File: src/rtl/axi4_lite_cmd_sequencer.sv
// Host command FIFO plus a one-at-a-time issuer for the AXI4-Lite master top.
// Build option: AXI_CMD_WR_ACK_EN adds a response strobe when a write's gap expires.
module axi4_lite_cmd_sequencer #(
    parameter int DATA_WIDTH = 32,
    parameter int ADDRESS    = 32,
    parameter int FIFO_DEPTH = 4,
    parameter int WR_GAP     = 8,
    parameter int RD_TIMEOUT = 64
) (
    input  logic                  ACLK,
    input  logic                  ARESET,
    input  logic                  cmd_valid,
    output logic                  cmd_ready,
    input  logic                  cmd_write,
    input  logic [ADDRESS-1:0]    cmd_addr,
    input  logic [DATA_WIDTH-1:0] cmd_wdata,
    output logic                  read_s,
    output logic                  write_s,
    output logic [ADDRESS-1:0]    address,
    output logic [DATA_WIDTH-1:0] W_data,
    input  logic [DATA_WIDTH-1:0] read_data_out,
    input  logic                  read_valid_out,
    output logic                  rsp_valid,
    output logic [DATA_WIDTH-1:0] rsp_data,
    output logic                  rsp_err,
    output logic                  busy
);
    localparam int AW   = $clog2(FIFO_DEPTH);
    localparam int PW   = AW + 1;
    localparam int CMAX = (WR_GAP > RD_TIMEOUT) ? WR_GAP : RD_TIMEOUT;
    localparam int CW   = $clog2(CMAX) + 1;
    localparam logic [CW-1:0] RD_LAST = CW'(RD_TIMEOUT - 1);
    localparam logic [CW-1:0] WR_LAST = CW'(WR_GAP - 1);

    typedef struct packed {
        logic                  wr;
        logic [ADDRESS-1:0]    addr;
        logic [DATA_WIDTH-1:0] wdata;
    } cmd_t;

    typedef enum logic [1:0] {IDLE, WAIT_RD, WAIT_WR} state_t;

    cmd_t          mem [FIFO_DEPTH];
    cmd_t          head;
    logic [PW-1:0] wr_ptr, rd_ptr;
    logic          full, empty, push;
    state_t        state;
    logic [CW-1:0] cnt;

    // Extra pointer bit separates full (MSBs differ) from empty (all equal).
    assign empty     = (wr_ptr == rd_ptr);
    assign full      = (wr_ptr[PW-1] != rd_ptr[PW-1]) && (wr_ptr[AW-1:0] == rd_ptr[AW-1:0]);
    assign cmd_ready = !full;
    assign push      = cmd_valid && !full;
    assign head      = mem[rd_ptr[AW-1:0]];

    always_ff @(posedge ACLK) begin
        if (push) mem[wr_ptr[AW-1:0]] <= '{wr: cmd_write, addr: cmd_addr, wdata: cmd_wdata};
    end

    always_ff @(posedge ACLK or posedge ARESET) begin
        if (ARESET) wr_ptr <= '0;
        else if (push) wr_ptr <= wr_ptr + 1'b1;
    end

    always_ff @(posedge ACLK or posedge ARESET) begin
        if (ARESET) begin
            state     <= IDLE;
            cnt       <= '0;
            rd_ptr    <= '0;
            read_s    <= 1'b0;
            write_s   <= 1'b0;
            address   <= '0;
            W_data    <= '0;
            rsp_valid <= 1'b0;
            rsp_data  <= '0;
            rsp_err   <= 1'b0;
            busy      <= 1'b0;
        end else begin
            read_s    <= 1'b0;
            write_s   <= 1'b0;
            rsp_valid <= 1'b0;
            rsp_data  <= '0;
            rsp_err   <= 1'b0;
            busy      <= (state != IDLE) || !empty;
            case (state)
                IDLE: begin
                    if (!empty) begin
                        rd_ptr  <= rd_ptr + 1'b1;
                        address <= head.addr;
                        W_data  <= head.wr ? head.wdata : '0;
                        cnt     <= '0;
                        if (head.wr) begin
                            write_s <= 1'b1;
                            state   <= WAIT_WR;
                        end else begin
                            read_s  <= 1'b1;
                            state   <= WAIT_RD;
                        end
                    end
                end
                WAIT_RD: begin
                    // Valid data takes priority over a timeout landing on the same edge.
                    if (read_valid_out) begin
                        rsp_valid <= 1'b1;
                        rsp_data  <= read_data_out;
                        cnt       <= '0;
                        state     <= IDLE;
                    end else if (cnt == RD_LAST) begin
                        rsp_valid <= 1'b1;
                        rsp_err   <= 1'b1;
                        cnt       <= '0;
                        state     <= IDLE;
                    end else begin
                        cnt <= cnt + 1'b1;
                    end
                end
                WAIT_WR: begin
                    if (cnt == WR_LAST) begin
`ifdef AXI_CMD_WR_ACK_EN
                        rsp_valid <= 1'b1;
`else
                        rsp_valid <= 1'b0;
`endif
                        cnt   <= '0;
                        state <= IDLE;
                    end else begin
                        cnt <= cnt + 1'b1;
                    end
                end
                default: state <= IDLE;
            endcase
        end
    end
endmodule

File: config.mk
export PLATFORM = sky130hd
export DESIGN_NAME = axi4_lite_cmd_sequencer
export DESIGN_NICKNAME = d
export VERILOG_FILES = /design/src/rtl/axi4_lite_cmd_sequencer.sv
export SDC_FILE = /design/constraint.sdc
export NUM_CORES = 1
export LEC_CHECK = 0
export CAP_MARGIN = 5
export CORE_MARGIN = 2
export CORE_UTILIZATION = 58
export CTS_BUF_LIST = sky130_fd_sc_hd__clkbuf_16
export CTS_CLUSTER_SIZE = 8
export DETAILED_ROUTE_END_ITERATION = 10
export GPL_TIMING_DRIVEN = 0
export PLACE_DENSITY = 0.84
export SYNTH_ARGS = -nofsm -noshare
export SYNTH_HDL_FRONTEND = slang
export SYNTH_SLANG_ARGS = --single-unit
File: constraint.sdc
create_clock -name ACLK -period 9.8 [get_ports ACLK]
set_input_delay 1.96 -clock ACLK [delete_from_list [all_inputs] [get_ports ACLK]]
set_output_delay 1.96 -clock ACLK [all_outputs]
set_load 0.02 [all_outputs]
# Word-level counts from Yosys, hierarchy flattened

Memories as Yosys holds them, arrays and structs flattened.
Cells that the tools add are included.
Widths: inputs -> output; s select.

Bitwise operators: 1
Multiply operators: 0
Order comparisons: 0
Equality and inequality tests: 10
Reduce and logical (&&, ||, !) cells: 11
$add $sub $neg: 3
Divide/modulo/power cells: 0
Shifts and indexed selects: 0
Muxes and demuxes: 27

Operator list:

| operator            | count |
|---|---|
| $mux 32             | 3 |
| $mux 7              | 4 |
| $pmux 7 s3          | 1 |
| $mux 1              | 13 |
| $mux 2              | 5 |
| $add 7x1->7 const B | 1 |
| $eq 7x3->1 const B  | 1 |
| $eq 7x6->1 const B  | 1 |
| $add 3x1->3 const B | 2 |
| $pmux 2 s3          | 1 |
| $ne 2x2->1 const B  | 2 |
| $reduce_and 2->1    | 2 |
| $eq 3x3->1          | 1 |
| $ne 3x3->1 const B  | 1 |
| $reduce_and 3->1    | 1 |
| $reduce_bool 3->1   | 1 |
| $eq 2x1->1 const B  | 1 |
| $eq 2x2->1          | 1 |
| $eq 2x2->1 const B  | 1 |
| $logic_and 1x1->1   | 2 |
| $logic_not 1->1     | 2 |
| $logic_not 2->1     | 1 |
| $reduce_bool 2->1   | 1 |
| $logic_or 1x1->1    | 1 |
| 2 further kinds     | 2 |

Memories kept: 1
Bits in registers: 116
Output and inout port bits: 102
Word-level logic and storage cells: 65
Memory bits (writable): 260
Latch bits: 0
Bits of input ports: 101
ROM bits: 0

Memory list:

| memory | words | width | read ports | clocked after Yosys merged registers in | wr ports | RTL line | RTL |
|---|---|---|---|---|---|---|---|
| mem    | 4     | 65    | 1          | 0                                       | 1        | 43       | `cmd_t mem [FIFO_DEPTH];` |

# Longest topological paths before layout

Gate-level depths: netlist of the first run.

Depth after elaboration: 6
Gate-level depth with buffers: 7
Gate-level depth less buffers: 6

# Worst setup path before layout of the first run

Ideal clock, no wire load.

Kind: input -> register
Start point: input cmd_valid
End point: memory mem[3][0] in the netlist's numbering, enable pin
Path slack: 5.596 ns
Library setup time: 0.432 ns
Data arrival time: 3.773 ns
Stages: 2
Cells stage by stage: o31a_1 and2_1

Cells in the longest elaborated chain, start to end: 3

RTL lines:

| element                      | RTL line | RTL |
|---|---|---|
| from (decl)                  | 12       | `input logic cmd_valid,` |
| $logic_and 1x1->1            | 54       | `assign push = cmd_valid && !full;` |
| $mux 1                       | 58       | `if (push) mem[wr_ptr[AW-1:0]] <= '{wr: cmd_write, addr: cmd_addr, wdata: cmd_wdata};` |
| $mux 1 (not written as such) | 58       |  |
| to (decl)                    | 43       |  |

Every way passes these cells.

# Worst setup path in the final report of the first run

Start point: register rd_ptr[0]
End point: output cmd_ready

Cells in the longest elaborated chain, start to end: 3

RTL lines:

| element                | RTL line | RTL |
|---|---|---|
| from (decl)            | 45       | `logic [PW-1:0] wr_ptr, rd_ptr;` |
| from (signal assigned) | 89       | `rd_ptr <= rd_ptr + 1'b1;` |
| $eq 2x2->1             | 52       | `assign full = (wr_ptr[PW-1] != rd_ptr[PW-1]) && (wr_ptr[AW-1:0] == rd_ptr[AW-1:0]);` |
| $logic_and 1x1->1      | 52       |  |
| $logic_not 1->1        | 53       | `assign cmd_ready = !full;` |
| to (decl)              | 13       | `output logic cmd_ready,` |

Every way passes these cells.

==> summary.md, run 1 <==
| Metric | Value |
|---|---|
| Simple-gate share of the synthesized area | 0.0503 |
| Root buffer cell | clkbuf_16 |
| Netlist cell types | 36 |
| Worst setup margin | 5.48 ns |
| Multiplexer share of the synthesized area | 0.131 |
| Routed WL | between 20 and 30 mm |
| CTS H-tree lvls | 2 |
| CP endpoint kind | output pin |
| Crit-path max cell delay | around 0.6 ns |
| Post-Synthesis Cell Area | ~14000 sq um |
| Synth Register Bits | 376 |
| Final Skew | between 0.01 and 0.015 ns |
| Leakage | between 6 and 7 nW |
| Number of CTS-inserted buffers | between 50 and 60 |
| Main combinational cell family by area after synthesis | multiplexers |
| Fillers | roughly 1300 |
| Fmax achieved | between 0.2 and 0.25 GHz |
| Post-CTS resize count | 0 |
| Drt initial violations | 451 |
| Worst min-delay path class | reg2reg |
| Async set-reset flop share out of synthesis | 0.309 |
| Total number of vias | roughly 7600 |
| Row cnt | 56 |
| GRT Util Overall | 0.234 |
| WL per Instance | between 20 and 25 um |
| P&R area growth vs syn | 29.1% |
| Critical Path AT | 2.36 ns |
| Worst Tran Pin Value | 0.736 ns |
| Layout Nets | roughly 1100 |
| Largest cells by area after synthesis | edfxtp_1 (56%), dfrtp_1 (21%), mux4_2 (10%) |
| Crit Path Max Fanout | 10 |
| Max clock buf depth | 3 |
| Post-synth EDFFs | 260 |
| Req. time, crit path | just under 8 ns |
| Post-detail-place hpwl | between 15 and 20 mm |
| Status | finished, final reports clean |
| Mapped Nets | between 800 and 900 |
| Post-Synth Adder-Cell Area | 0.00891 |
| Die ar. | approximately 25000 sq um |
| Vias in the first global route | roughly 8000 |
| Layout cells sized above 1 | 0.170 |
| Peak VDD IR | around 0.21 mV |
| Compound-gate portion of the synthesized area | 0.0257 |
| Die span in y | approximately 160 um |
| DRT Pass-1 Iters | 5 |
| Final Core Density | 0.768 |
| Total setup buffers inserted after CTS | 0 |
| Synth warnings | 0 |
| Routability cong. | 0.762 |
| Slowest cell on the critical path | clkdlybuf4s50_1 |
| Min Clock Period, post-route | 4.32 ns |
| Gate count of the mapped netlist | ~740 |
| Kind of critical path | reg2out |
| Core area | approximately 24000 sq um |
| Mean Syn Cell Area | about 19 sq um |
| Cell with the most instances after synthesis | edfxtp_1 |
| Worst-path clk slew | around 0.05 ns |
| Setup TNS | 0 ns |
| Post-synthesis xor/xnor area fraction | 0.00624 |
| Startpoint types | flop |
| Final setup viols | 0 |
| PD cells | roughly 320 nW/um^2 |
| Vias per inst | approximately 5.6 |
| Slew Limit Fails | 0 |
| CTS tree | done |
| Post-synth top area cell | edfxtp_1 |
| Dpl ws | 5.85 ns |
| Final antenna diode count | 0 |
| Synth Flop Type | edfxtp_1 |
| Die Wd | around 160 um |
| Input/output buffers | between 200 and 250 |
| Critical-path cell list | clkbuf_1 -> buf_6 -> xnor2_1 -> nand3_1 -> clkdlybuf4s50_1 |
| Post-CTS Hold Fix Bufs | 0 |
| First-pass GRT wire length | roughly 46 mm |
| Largest net degree at the start of global routing | 77 |
| Rel. slew slack | 0.509 |
| Gr ovfl total | 0 |
| CTS sink count | about 380 |
| Initial antenna violation count | 1 |
| Most frequent cells after synthesis | edfxtp_1 (260), dfrtp_1 (116), mux4_2 (64) |
| Starting Density | 0.595 |
| Top cell type's share of synthesized area | 0.556 |
| Post-DRT Antenna Nets | 0 |
| Number of remaining DRC errors | 0 |
| Final hold vios | 0 |
| Max Cap Violations | 0 |
| Post-synthesis sequential area ratio | 0.763 |
| Worst skew pair latency | around 0.54 ns |
| RSZ-0062 raised after global routing | no |
| Boundary Pins | approximately 200 |
| Final worst path period share | 0.441 |
layout make-up:
cell class,count,area (sq um),area share
inverters,10,42.5,0.00235
clock buffers,54,1350,0.0745
repair buffers,207,2160,0.119
flip-flops and latches,376,10700,0.591
clock inverters,39,159,0.00877
well taps,319,399,0.0220
multi-input cells,316,3130,0.173
plain buffers,37,173,0.00952
metal layers:
metal,wire [um],global-route usage
met1,11700,0.302
met2,14900,0.398
met3,2200,0.0618
met4,459,0.0640
met5,13,0
worst paths after layout:
check	startpoint	to	slack [ns]	cells after the start
max	rd_ptr[0]$_DFFE_PP0P_	cmd_ready	5.48	5
min	W_data[16]$_DFFE_PP0P_	W_data[16]$_DFFE_PP0P_	0.48	2
max reg2reg	rd_ptr[0]$_DFFE_PP0P_	address[2]$_DFFE_PP0P_	7.14	6
min reg2reg	W_data[16]$_DFFE_PP0P_	W_data[16]$_DFFE_PP0P_	0.48	2
max in group asynchronous	ARESET	address[29]$_DFFE_PP0P_	7.25	3
min in group asynchronous	ARESET	W_data[14]$_DFFE_PP0P_	1.81	2
through the flow:
step | instance area (sq um) | total power, mW | std cells | hold WS (ns)
2_1_floorplan | 14000 | 3.54 | 739 | 0.475
3_3_place_gp | 16500 | 4.21 | 1260 | 0.461
3_5_place_dp | 16600 | 4.30 | 1265 | 0.469
4_1_cts | 18100 | 5.92 | 1358 | 0.480
5_1_grt | 18100 | 6.13 | 1358 | 0.515
6_report | 18100 | 5.86 | 1358 | 0.480
registers in the layout, summed over array words and instances (netlist names):
register / flops
rd_ptr: 3
state: 2
mem: 260
rsp_data: 32
rsp_valid: 1
cnt: 7
address: 32
read_s: 1
busy: 1
wr_ptr: 3
rsp_err: 1
W_data: 32
write_s: 1
report_power, final:
part | total [mW] | switching, mW | internal [mW] | leakage, nW
Combinational | 1.96 | 1.04 | 0.915 | 2.07
Clock | 1.59 | 0.619 | 0.976 | 0.875
Sequential | 2.30 | 0.156 | 2.15 | 3.87
worst max-delay path, delay by kind of cell, from the launching register on:
kind	cells	cell delay [ns]
xor+xnor	1	0.19
flops	1	0.35
simple gates	1	0.14
buf+inv	3	1.14
cells in the final DEF (no fill, tap or decap), types with 2 or more instances in the layout:
cell type / n
a21oi_1: 2
mux2_2: 34
and2_4: 4
inv_1: 47
mux2i_1: 2
mux4_2: 64
nor3_1: 4
edfxtp_1: 260
o31ai_1: 2
xnor2_1: 5
nand3_1: 5
clkdlybuf4s50_1: 202
o2111ai_1: 3
o21a_1: 4
buf_2: 9
nand2b_1: 33
clkbuf_16: 54
and3_1: 32
dfrtp_1: 116
ha_1: 10
buf_16: 5
nand2_1: 48
buf_4: 4
o211ai_1: 4
or4_1: 2
nor2_1: 6
o21ai_0: 39
xor2_1: 5
clkbuf_1: 22
kinds of logic (layout without fill, tap and decap cells):
group / Yosys count / in the layout
compound gates: 60 / 60
xor+xnor: 10 / 10
fa+ha+maj: 10 / 10
buf+inv: 47 / 347
flops: 376 / 376
mux: 100 / 100
simple gates: 136 / 136
No activity file was read; power rests on OpenSTA's default activity.
==> run 2, diff against run 1 <==
Settings changed: CORE_UTILIZATION 58 to 49, PLACE_DENSITY 0.84 to 0.76.
Clock period 9.8 ns to 3.5 ns, I/O delays scaled along.
==> run 2 against run 1 <==
Cell area rose by 0.50%. Cell count rose by 4.6%. Largest power group unchanged. Global-route usage fell by 3.1 points. Sequential share of layout area fell by 0.29 points. Clock-buffer cell count fell by 1. Combinational power rose to 2.8 times the previous value. Register-to-register slack got worse by 6.4 ns.
==> summary.md, run 2 (same netlist as run 1, synthesis figures left out) <==
| Metric | Value |
|---|---|
| Final setup viols | 0 |
| GRT Util Overall | 0.202 |
| Final worst path period share | 0.882 |
| Final hold vios | 0 |
| Rel. slew slack | 0.475 |
| Drt initial violations | between 400 and 500 |
| Worst setup margin | roughly 0.41 ns |
| Layout cells sized above 1 | 0.171 |
| First-pass GRT wire length | approximately 47 mm |
| Peak VDD IR | a little over 0.6 mV |
| Row cnt | 61 |
| R2r startpoint | rd_ptr[0]$_DFFE_PP0P_ |
| Min Clock Period, post-route | 3.09 ns |
| Crit Path Max Fanout | 10 |
| Boundary Pins | about 200 |
| Leakage | between 6 and 7 nW |
| Req. time, crit path | between 2 and 3 ns |
| Most frequent cells in the layout | edfxtp_1 (260), clkdlybuf4s50_1 (202), dfrtp_1 (116), mux4_2 (64), clkbuf_16 (53) |
| Layout Nets | 1113 |
| RSZ-0062 raised after global routing | no |
| Number of remaining DRC errors | 0 |
| DRT Pass-1 Iters | 5 |
| Max clock buf depth | 3 |
| Gr ovfl total | 0 |
| Worst min-delay path class | reg2reg |
| Worst skew pair latency | about 0.56 ns |
| Max Cap Violations | 0 |
| Dpl ws | 0.805 ns |
| Slew Limit Fails | 0 |
| Critical Path AT | 2.39 ns |
| CTS H-tree lvls | 2 |
| CTS tree | done |
| WL per Instance | approximately 21 um |
| Post-DRT Antenna Nets | 0 |
| Starting Density | 0.501 |
| Max reg flops | between 200 and 300 |
| Kind of critical path | reg2out |
| Die Wd | ~170 um |
| P&R area growth vs syn | 29.7% |
| Reg-to-reg endpoint | address[4]$_DFFE_PP0P_ |
| Worst Tran Pin Value | 0.787 ns |
| CP endpoint kind | output pin |
| Post-detail-place hpwl | 18.5 mm |
| Vias per inst | 5.32 |
| Core area | 28000 sq um |
| R2r worst-path depth | 6 |
| Routed WL | just under 30 mm |
| Post-CTS resize count | 0 |
| Root buffer cell | clkbuf_16 |
| Post-CTS Hold Fix Bufs | 0 |
| Total number of vias | ~7600 |
| Fillers | approximately 1900 |
| Total setup buffers inserted after CTS | 0 |
| Input/output buffers | ~200 |
| Largest net degree at the start of global routing | 46 |
| Die ar. | roughly 30000 sq um |
| CTS sink count | about 380 |
| Status | finished, final reports clean |
| PD cells | 899 nW/um^2 |
| Number of CTS-inserted buffers | 52 |
| R2R Setup Slk | around 0.8 ns |
| Setup crit end | cmd_ready |
| Startpoint types | flop |
| Die span in y | roughly 170 um |
| Vias in the first global route | 8179 |
| Setup crit start | rd_ptr[0]$_DFFE_PP0P_ |
| Fin Hold WS | between 0.4 and 0.5 ns |
| Routability cong. | 0.756 |
| Fmax achieved | approximately 0.32 GHz |
| Worst-path clk slew | about 0.050 ns |
| Initial antenna violation count | 1 |
| Final Skew | about 0.022 ns |
| Commonest non-fill, non-tap cell in the layout | edfxtp_1 |
==> run 2: cell types whose count changed in the layout (fill, tap and decap cells not counted) <==
| cell | delta |
|---|---|
| inv_1 | +1 |
| buf_12 | +3 |
| diode_2 | +1 |
| clkbuf_16 | -1 |
| clkinv_8 | -1 |
| inv_16 | +1 |
| inv_6 | -1 |
| buf_16 | -1 |
| clkinvlp_4 | +1 |
==> run 2: layout make-up <==
cell class                 count  area (sq um)  share of cell area
antenna                        1          2.50            0.000137
buffer                        37           173             0.00948
clock buffer                  53          1330              0.0728
clock inverter                40           166             0.00913
inverter                      10          41.3             0.00227
multi-input combinational    316          3130               0.172
sequential                   376         10700               0.588
tap                          378           473              0.0260
timing repair buffer         209          2190               0.120
==> run 2: critical path, cell delays in order (launching register included) <==
cell             delay, ns
dfrtp_1               0.34
clkbuf_1              0.30
buf_6                 0.26
xnor2_1               0.18
nand3_1               0.15
clkdlybuf4s50_1       0.60
==> run 2: how the worst min path moves through the flow <==
stage	start	to	cells past startpoint
2_1_floorplan	cnt[1]$_DFFE_PP0P_	cnt[1]$_DFFE_PP0P_	2
3_3_place_gp	W_data[22]$_DFFE_PP0P_	W_data[22]$_DFFE_PP0P_	2
3_5_place_dp	W_data[26]$_DFFE_PP0P_	W_data[26]$_DFFE_PP0P_	2
4_1_cts	W_data[26]$_DFFE_PP0P_	W_data[26]$_DFFE_PP0P_	2
5_1_grt	W_data[20]$_DFFE_PP0P_	W_data[20]$_DFFE_PP0P_	2
6_report	W_data[26]$_DFFE_PP0P_	W_data[26]$_DFFE_PP0P_	2
==> run 2: routing by layer <==
metal  routed length, um  vias up  GRT usage  share of wire
met5                   0        -          0              0
li1                    -     3398          -              -
met3                2140       49     0.0625          0.072
met1               12100     3884      0.247           0.41
met2               15000      228      0.352           0.50
met4                 556        0     0.0519          0.019
==> run 2: through the flow <==
| step | TNS (ns) | util | cells | area, sq um | power, mW |
|---|---|---|---|---|---|
| after floorplan | 0 | - | 739 | 14000 | 9.91 |
| after global placement | -333.32 | 0.591 | 1319 | 16500 | 11.9 |
| after detailed placement | 0 | 0.597 | 1326 | 16700 | 12.1 |
| after CTS | 0 | 0.650 | 1419 | 18200 | 16.6 |
| after global routing | 0 | 0.650 | 1419 | 18200 | 17.2 |
| final | 0 | 0.650 | 1420 | 18200 | 16.4 |
==> run 2: power by group <==
part / total [mW] / leakage [nW] / internal [mW] / switching (mW)
Combinational: 5.53 / 2.09 / 2.57 / 2.96
Sequential: 6.40 / 3.87 / 6.01 / 0.390
Clock: 4.46 / 0.871 / 2.69 / 1.77
==> run 3, diff against run 2 <==
Settings changed: CTS_CLUSTER_SIZE 8 to 28.
==> run 3 against run 2 <==
First-iteration DRC count up 2.2%. Non-clock buffer count did not move. Setup slack improved by 0.044 ns. Critical path depth is the same. Clock skew down 0.0036 ns. Hold slack better by 0.0052 ns. Cell area fell by 1.1%. Wire length down 1.8%. Sequential cell count stayed put. Via count is 1.5% lower. Power shrank 2.4%. Critical path type unchanged. Highest routed layer unchanged.
==> summary.md, run 3 (same netlist as run 1, synthesis figures left out) <==
| Metric | Value |
|---|---|
| Vias per inst | 5.32 |
| Combinational power share | 0.344 |
| P&R area growth vs syn | 28.3% |
| Initial antenna violation count | 1 |
| Row cnt | between 60 and 70 |
| CP endpoint kind | output pin |
| Number of remaining DRC errors | 0 |
| Final worst path period share | 0.870 |
| Req. time, crit path | 2.80 ns |
| Sw frac | 0.311 |
| Pwr Total | 16.0 mW |
| Post-CTS Hold Fix Bufs | 0 |
| DRT Pass-1 Iters | 4 |
| Peak VDD IR | 0.496 mV |
| Most frequent cells in the layout | edfxtp_1 (260), clkdlybuf4s50_1 (202), dfrtp_1 (116), mux4_2 (64), nand2_1 (48) |
| Kind of critical path | reg2out |
| Startpoint types | flop |
| Final Skew | 0.0182 ns |
| Worst min-delay path class | reg2reg |
| Final hold vios | 0 |
| Routability cong. | approximately 0.76 |
| RSZ-0062 raised after global routing | no |
| Input/output buffers | between 200 and 250 |
| Status | finished, final reports clean |
| Routed WL | about 29 mm |
| Leakage | ~6.6 nW |
| Min Clock Period, post-route | 3.04 ns |
| Max Cap Violations | 0 |
| Final setup viols | 0 |
| WL per Instance | between 20 and 25 um |
| Dpl ws | 0.805 ns |
| Layout Nets | ~1100 |
| Drt initial violations | approximately 470 |
| Placed cells | roughly 1300 |
| Gr ovfl total | 0 |
| Die span in y | roughly 170 um |
| Starting Density | 0.501 |
| Slew Limit Fails | 0 |
| Total setup buffers inserted after CTS | 0 |
| Pint | 11.0 mW |
| Core area | approximately 28000 sq um |
| CTS tree | done |
| Largest net degree at the start of global routing | 46 |
| Die Wd | 173 um |
| Boundary Pins | a little over 200 |
| Post-detail-place hpwl | 18.5 mm |
| Switching Power | between 4 and 5 mW |
| Worst skew pair latency | roughly 0.53 ns |
| Power share of the clock group | 0.256 |
| Total number of vias | around 7400 |
| Post-CTS resize count | 0 |
| Vias in the first global route | between 8000 and 9000 |
| CTS sink count | approximately 380 |
| Critical Path AT | approximately 2.3 ns |
| Root buffer cell | clkbuf_16 |
| Number of CTS-inserted buffers | 40 |
| Commonest non-fill, non-tap cell in the layout | edfxtp_1 |
| Worst-path clk slew | roughly 0.060 ns |
| Worst Tran Pin Value | slightly above 0.7 ns |
| Final std cells w/o fill | 1400 |
| Rel. slew slack | 0.516 |
| Worst setup margin | around 0.46 ns |
| Post-DRT Antenna Nets | 0 |
| Fraction of power consumed by sequential logic | 0.399 |
| CTS H-tree lvls | 2 |
| Max clock buf depth | 3 |
| Layout cells sized above 1 | 0.174 |
| Fmax achieved | between 0.3 and 0.4 GHz |
| GRT Util Overall | 0.199 |
| PD cells | roughly 890 nW/um^2 |
| First-pass GRT wire length | between 40 and 50 mm |
| Die ar. | approximately 30000 sq um |
| Crit Path Max Fanout | 10 |
| Max reg flops | 260 |
-- run 3: critical path, cell delays in order (launching register included) --
cell and delay, ns:
dfrtp_1 0.34, clkbuf_1 0.30, buf_6 0.26, xnor2_1 0.19
nand3_1 0.15, clkdlybuf4s50_1 0.59
-- run 3: final cells by class --
type / instances / area (sq um)
well taps: 378 / 473
flip-flops and latches: 376 / 10700
fillers: 1965 / 9990
diodes: 1 / 2.50
clock buffers: 42 / 1050
inverters: 10 / 41.3
repair buffers: 209 / 2190
multi-input cells: 316 / 3130
clock inverters: 31 / 246
plain buffers: 37 / 173
-- run 3: layer usage --
metal,vias to the layer above,track usage,share of wire
met2,257,0.347,0.50
li1,3365,-,-
met4,0,0.0501,0.015
met5,-,0,0
met1,3787,0.245,0.41
met3,39,0.0579,0.077
-- run 3: power groups by stage --
stage	combinational, mW	sequential [mW]	clock, mW
3_5_place_dp	5.61	6.47	0
3_3_place_gp	5.37	6.52	0
2_1_floorplan	3.03	6.89	0
4_1_cts	5.64	6.40	4.19
5_1_grt	5.96	6.50	4.38
6_report	5.51	6.39	4.10
-- run 3: worst paths after layout --
check                                     endpoint             startpoint  cells after the start  slack [ns]
max                                      cmd_ready  rd_ptr[0]$_DFFE_PP0P_                      5        0.46
min                          W_data[9]$_DFFE_PP0P_  W_data[9]$_DFFE_PP0P_                      2        0.48
max reg2reg                 address[4]$_DFFE_PP0P_  rd_ptr[0]$_DFFE_PP0P_                      6        0.91
min reg2reg                  W_data[9]$_DFFE_PP0P_  W_data[9]$_DFFE_PP0P_                      2        0.48
max in group asynchronous   W_data[18]$_DFFE_PP0P_                 ARESET                      3        2.32
min in group asynchronous  address[28]$_DFFE_PP0P_                 ARESET                      2        0.61
-- run 3: through the flow --
stage	setup TNS [ns]	utilization	instance area, sq um	hold slack (ns)
after floorplan	0	-	14000	0.475
after global placement	-333.32	0.591	16500	0.464
after detailed placement	0	0.597	16700	0.470
after CTS	0	0.643	18000	0.485
after global routing	0	0.643	18000	0.505
final	0	0.643	18000	0.480
